===== config.mk =====
export PLATFORM = sky130hd
export DESIGN_NAME = hms_timekeeper
export DESIGN_NICKNAME = d
export VERILOG_FILES = /design/src/rtl/hms_timekeeper.sv
export SDC_FILE = /design/constraint.sdc
export NUM_CORES = 1
export LEC_CHECK = 0
export ABC_AREA = 1
export BUFFER_PORTS_ARGS = -buffer_cell sky130_fd_sc_hd__buf_2
export CORE_MARGIN = 4
export CORE_UTILIZATION = 50
export CTS_CLUSTER_SIZE = 28
export DETAILED_ROUTE_END_ITERATION = 16
export PLACE_DENSITY = 0.74
export SYNTH_ARGS = -nofsm -noshare
export SYNTH_HDL_FRONTEND = slang
export SYNTH_SLANG_ARGS = --single-unit

===== constraint.sdc =====
create_clock -name clk -period 1.5 [get_ports clk]
set_input_delay 0.15 -clock clk [delete_from_list [all_inputs] [get_ports clk]]
set_output_delay 0.15 -clock clk [all_outputs]
set_load 0.1 [all_outputs]

===== src/rtl/hms_timekeeper.sv =====
// hms_timekeeper: seconds/minutes/hours timekeeping datapath.
// Conditions the controller's advance strobes into single-cycle ticks, keeps
// the three counters, returns per-field wrap pulses, and presents registered
// BCD digits to the display stage.
// Optional feature: define HMS_TIMEKEEPER_BLINK_EN to blink the field selected
// by i_position while in setup mode. Without it, o_blank is constant 3'b000.
module hms_timekeeper #(
    parameter int SEC_MAX    = 60,
    parameter int MIN_MAX    = 60,
    parameter int HOUR_MAX   = 24,
    parameter int BLINK_HALF = 25000000
) (
    input  logic       clk,
    input  logic       rst_n,
    input  logic       i_mode,
    input  logic [1:0] i_position,
    input  logic       i_sec_clk,
    input  logic       i_min_clk,
    input  logic       i_hour_clk,
    output logic       o_max_hit_sec,
    output logic       o_max_hit_min,
    output logic       o_max_hit_hour,
    output logic [7:0] o_sec_bcd,
    output logic [7:0] o_min_bcd,
    output logic [7:0] o_hour_bcd,
    output logic [2:0] o_blank
);

    localparam logic [5:0] SEC_LAST  = 6'(SEC_MAX - 1);
    localparam logic [5:0] MIN_LAST  = 6'(MIN_MAX - 1);
    localparam logic [4:0] HOUR_LAST = 5'(HOUR_MAX - 1);

    // Per strobe: bit 0 = s1, bit 1 = s2 (synchronised), bit 2 = s3 (history)
    logic [2:0] sec_sync, min_sync, hour_sync;
    logic       sec_tick, min_tick, hour_tick;

    logic [5:0] sec_cnt, min_cnt;
    logic [4:0] hour_cnt;

    // Two-flop synchronisers plus history flop for rising-edge detection.
    // NOTE: all sequential state uses non-blocking assignments so every flop
    // samples pre-edge values; the reset branch is asynchronous to match rst_n.
    always_ff @(posedge clk or negedge rst_n) begin
        if (!rst_n) begin
            sec_sync  <= 3'b000;
            min_sync  <= 3'b000;
            hour_sync <= 3'b000;
        end else begin
            sec_sync  <= {sec_sync[1:0],  i_sec_clk};
            min_sync  <= {min_sync[1:0],  i_min_clk};
            hour_sync <= {hour_sync[1:0], i_hour_clk};
        end
    end

    // A held-high strobe produces one tick; it must drop to re-arm.
    assign sec_tick  = sec_sync[1]  & ~sec_sync[2];
    assign min_tick  = min_sync[1]  & ~min_sync[2];
    assign hour_tick = hour_sync[1] & ~hour_sync[2];

    // Counters and their wrap pulses. ">=" also folds unreachable values back to 0.
    always_ff @(posedge clk or negedge rst_n) begin
        if (!rst_n) begin
            sec_cnt        <= '0;
            min_cnt        <= '0;
            hour_cnt       <= '0;
            o_max_hit_sec  <= 1'b0;
            o_max_hit_min  <= 1'b0;
            o_max_hit_hour <= 1'b0;
        end else begin
            o_max_hit_sec  <= sec_tick  && (sec_cnt  >= SEC_LAST);
            o_max_hit_min  <= min_tick  && (min_cnt  >= MIN_LAST);
            o_max_hit_hour <= hour_tick && (hour_cnt >= HOUR_LAST);
            if (sec_tick)
                sec_cnt <= (sec_cnt >= SEC_LAST) ? 6'd0 : sec_cnt + 6'd1;
            if (min_tick)
                min_cnt <= (min_cnt >= MIN_LAST) ? 6'd0 : min_cnt + 6'd1;
            if (hour_tick)
                hour_cnt <= (hour_cnt >= HOUR_LAST) ? 5'd0 : hour_cnt + 5'd1;
        end
    end

    // Binary 0..63 to {tens, ones} via a compare chain instead of a divider.
    function automatic logic [7:0] to_bcd(input logic [5:0] v);
        logic [3:0] tens;
        logic [3:0] ones;
        if (v >= 6'd60) begin
            tens = 4'd6; ones = 4'(v - 6'd60);
        end else if (v >= 6'd50) begin
            tens = 4'd5; ones = 4'(v - 6'd50);
        end else if (v >= 6'd40) begin
            tens = 4'd4; ones = 4'(v - 6'd40);
        end else if (v >= 6'd30) begin
            tens = 4'd3; ones = 4'(v - 6'd30);
        end else if (v >= 6'd20) begin
            tens = 4'd2; ones = 4'(v - 6'd20);
        end else if (v >= 6'd10) begin
            tens = 4'd1; ones = 4'(v - 6'd10);
        end else begin
            tens = 4'd0; ones = v[3:0];
        end
        return {tens, ones};
    endfunction

    // Display digits, registered one cycle behind the counters.
    always_ff @(posedge clk or negedge rst_n) begin
        if (!rst_n) begin
            o_sec_bcd  <= 8'h00;
            o_min_bcd  <= 8'h00;
            o_hour_bcd <= 8'h00;
        end else begin
            o_sec_bcd  <= to_bcd(sec_cnt);
            o_min_bcd  <= to_bcd(min_cnt);
            o_hour_bcd <= to_bcd({1'b0, hour_cnt});
        end
    end

`ifdef HMS_TIMEKEEPER_BLINK_EN
    localparam int BLINK_W = (BLINK_HALF > 1) ? $clog2(BLINK_HALF) : 1;
    localparam logic [BLINK_W-1:0] BLINK_LAST = BLINK_W'(BLINK_HALF - 1);

    logic [BLINK_W-1:0] blink_cnt;
    logic               blink_phase;
    logic               sel_tick;

    // Tick of the field being adjusted; position 3 behaves as seconds.
    // NOTE: combinational blocks assign a default first so no path infers a latch.
    always_comb begin
        sel_tick = sec_tick;
        case (i_position)
            2'd1:    sel_tick = min_tick;
            2'd2:    sel_tick = hour_tick;
            default: sel_tick = sec_tick;
        endcase
    end

    // Blink timebase: idle at 0 in clock mode, restarted visible on adjust.
    always_ff @(posedge clk or negedge rst_n) begin
        if (!rst_n) begin
            blink_cnt   <= '0;
            blink_phase <= 1'b0;
        end else if (!i_mode || sel_tick) begin
            blink_cnt   <= '0;
            blink_phase <= 1'b0;
        end else if (blink_cnt == BLINK_LAST) begin
            blink_cnt   <= '0;
            blink_phase <= ~blink_phase;
        end else begin
            blink_cnt   <= blink_cnt + 1'b1;
        end
    end

    // Blank only the selected field, only in setup mode.
    always_comb begin
        o_blank = 3'b000;
        if (i_mode) begin
            case (i_position)
                2'd1:    o_blank[1] = blink_phase;
                2'd2:    o_blank[2] = blink_phase;
                default: o_blank[0] = blink_phase;
            endcase
        end
    end
`else
    // Blink disabled: mode, position and BLINK_HALF have no effect.
    logic unused_blink;
    assign unused_blink = ^{i_mode, i_position, (BLINK_HALF != 0)};
    assign o_blank      = 3'b000;
`endif

endmodule


==> results.sh <==
export IMPL_status="finished with violations"
export IMPL_violations="negative setup slack"
export IMPL_critPathMaxFanout=6
export IMPL_nFillCells=390
export IMPL_die_x_um=83.0
export IMPL_routed_via_density=4.95
export IMPL_synth_mux_area_fraction_pct=0
export IMPL_grt_antenna_before_repair=0
export IMPL_crit_chain="buf_6, ha_4, nand2_4, nor2_4, nand2_2, nand2_4, a21oi_1, nand2_2, a21oi_2, nor2_1"
export IMPL_grt_first_pass_wirelength_um=11600
export IMPL_finClkSkew_ns=0.0148
export IMPL_gp_congestion=0.908
export IMPL_endpoint_kind="flop"
export IMPL_required_ns=1.71
export IMPL_synth_seq_cells=49
export IMPL_drc=0
export IMPL_ys_seq_area_share_pct=43.6
export IMPL_path_class="reg2reg"
export IMPL_synthCells=344
export IMPL_post_route_min_period_ns=1.68
export IMPL_cp_arrival_ns=1.90
export IMPL_crit_start="sec_cnt[2]"
export IMPL_die_area_um2=6890
export IMPL_nNetsFinal=483
export IMPL_crit_slowest_cell="dfrtp_2"
export IMPL_slew_viol_final=0
export IMPL_synth_compound_gate_area_share_pct=9.74
export IMPL_synth_edff_count=0
export IMPL_worst_path_buf_inv=1
export IMPL_fmax_mhz=595
export IMPL_ys_warn_count=0
export IMPL_synthAdderAreaFrac_pct=11.6
export IMPL_rsz0062_at_grt="true"
export IMPL_syn2layout_area_growth_pct=43.9
export IMPL_clk_pin_slew_worst_paths_ns=0.10
export IMPL_grt_usage_pct=20.3
export IMPL_cts_buffers=5
export IMPL_vias=2577
export IMPL_first_global_vias=2558
export IMPL_hold_path_class="in2async"
export IMPL_min_period_over_period_pct=112
export IMPL_grt_overflow_total=0
export IMPL_cts_max_path_buffers=2
export IMPL_rr_startpoint="sec_cnt[2]"
export IMPL_die_h_um=83.0
export IMPL_synthXorXnorAreaFrac_pct=3.42
export IMPL_ys_flop_type="dfrtp_1"
export IMPL_drtPass1Iterations=4
export IMPL_grt_start_max_net_pins=36
export IMPL_maxCapViolations=0
export IMPL_crit_family="flip-flops"
export IMPL_clock_sinks=49
export IMPL_wl_um=7410
export IMPL_slowest_delay_ns=0.47
export IMPL_netlist_area_um2=2810
export IMPL_place_hpwl_um=4600
export IMPL_core_um2=5470
export IMPL_port_buffers=27
export IMPL_tns_ns=-0.915
export IMPL_multi_input_area_um2=1670
export IMPL_hold_viol_final=0
export IMPL_yosys_cell_types_count=29
export IMPL_setup_viol_count_final=9
export IMPL_clockRootBuffer="clkbuf_8"
export IMPL_final_seq_area_um2=1230
export IMPL_start_util_pct=51.4
export IMPL_synth_top_family_by_area="simple AND/OR/NAND/NOR gates"
export IMPL_setup_slack_ns=-0.181
export IMPL_rows=27
export IMPL_start_kind="flop"
export IMPL_postRouteAntennaNets=0
export IMPL_synthSimpleGateAreaFrac_pct=22.1
export IMPL_syn_avg_cell_area_um2=8.18
export IMPL_cts_htree_levels=2
export IMPL_top_level_ports=38
export IMPL_wl_per_cell_um=14.2
export IMPL_drive_gt1_share_pct=43.0
export IMPL_cts_tree="done"
export IMPL_initialDrtViolationCount=153
export IMPL_antenna_cells=0
export IMPL_clk_latency_ns=0.31
export IMPL_ys_async_sr_fraction_pct=100
[logic make-up after synthesis]
family,Yosys count
buf+inv,63
xor+xnor,11
compound gates,47
other cells,1
simple gates,147
flops,49
fa+ha+maj,26
[cell usage in the layout (no fill, tap or decap), types with 2 or more instances in the layout]
cell,count
conb_1,7
nor3_1,2
o21ai_2,3
a21oi_2,4
nor2_4,4
buf_6,6
ha_2,6
nand2_4,2
nand2_2,19
nor2_2,5
xor2_1,9
nor2_1,27
buf_2,27
a21oi_1,11
buf_4,62
o21ai_0,12
a21oi_4,2
a31oi_1,2
ha_4,8
nand3_2,4
inv_4,2
nor3_2,2
inv_2,13
ha_1,12
nand3_1,18
dfrtp_1,42
o21ai_1,7
dfrtp_2,7
inv_1,39
nand2_1,59
dlygate4sd3_1,4
nor4_1,2
clkbuf_8,5
[cells in the mapped netlist, drive strengths merged, types with 2 or more instances]
| cell | n | share of area [%] |
|---|---|---|
| a21oi | 17 | 3.3 |
| buf | 8 | 2.1 |
| nor4 | 2 | 0.44 |
| o21ai | 22 | 3.9 |
| ha | 26 | 12 |
| nand3 | 22 | 3.9 |
| xor2 | 10 | 3.1 |
| nor2 | 36 | 5.0 |
| inv | 55 | 7.3 |
| a31oi | 3 | 1.2 |
| nand2 | 80 | 11 |
| nor3b | 2 | 0.53 |
| nor3 | 4 | 0.71 |
| dfrtp | 49 | 44 |
[through the flow]
step / util (%) / std cells / cell area (µm²) / setup WS (ns) / hold slack (ns)
6_report: 74.0 / 521 / 4050 / -0.181 / 0.279
3_5_place_dp: 61.8 / 489 / 3380 / -0.187 / 0.0882
4_1_cts: 69.8 / 512 / 3820 / -0.0787 / 0.285
3_3_place_gp: 61.8 / 489 / 3380 / -0.102 / 0.0813
5_1_grt: 74.0 / 521 / 4050 / -0.246 / 0.310
2_1_floorplan: - / 350 / 2840 / -0.0354 / -0.146
[sequential cells by signal (all words and copies together) (netlist names)]
| signal | count |
|---|---|
| o_min_bcd | 7 |
| o_sec_bcd | 7 |
| min_cnt | 6 |
| o_hour_bcd | 6 |
| sec_cnt | 6 |
| hour_cnt | 5 |
| hour_sync | 3 |
| min_sync | 3 |
| sec_sync | 3 |
| o_max_hit_hour | 1 |
| o_max_hit_min | 1 |
| o_max_hit_sec | 1 |
[cell type report]
class	count	share of cell area [%]
inverter	55	5.35
clock buffer	5	1.70
multi-input combinational	238	41.3
timing repair buffer	100	18.0
tap	72	2.22
clock inverter	2	0.958
sequential	49	30.5
[layer usage]
metal | GRT usage, % | up-vias | share of wire (%)
li1 | - | 1275 | -
met1 | 24.5 | 1227 | 41
met2 | 36.2 | 60 | 54
met3 | 3.37 | 15 | 3.4
met4 | 7.88 | 0 | 1.9
met5 | 0 | - | 0
[worst paths after layout]
kind	endpoint	slack, ns	cells past startpoint
max	o_sec_bcd[2]	-0.18	10
min	sec_cnt[4]	0.28	2
max reg2reg	o_sec_bcd[2]	-0.18	10
min reg2reg	min_sync[1]	0.36	0
max in group asynchronous	min_cnt[2]	0.69	3
min in group clk	min_sync[1]	0.36	0
[timing repair]
| action | in CTS | in global routing |
|---|---|---|
| endpoints found under the setup margin | 18 | 26 |
| hold buffers | 4 | 0 |
| setup buffers | 13 | 9 |
| hold endpoints to repair | 17 | 0 |
| pin swaps | 16 | 21 |
| resized for setup | 54 | 51 |
Power is not shown: default switching activity piles up to over one toggle a cycle in this logic, so the estimate is an artifact.
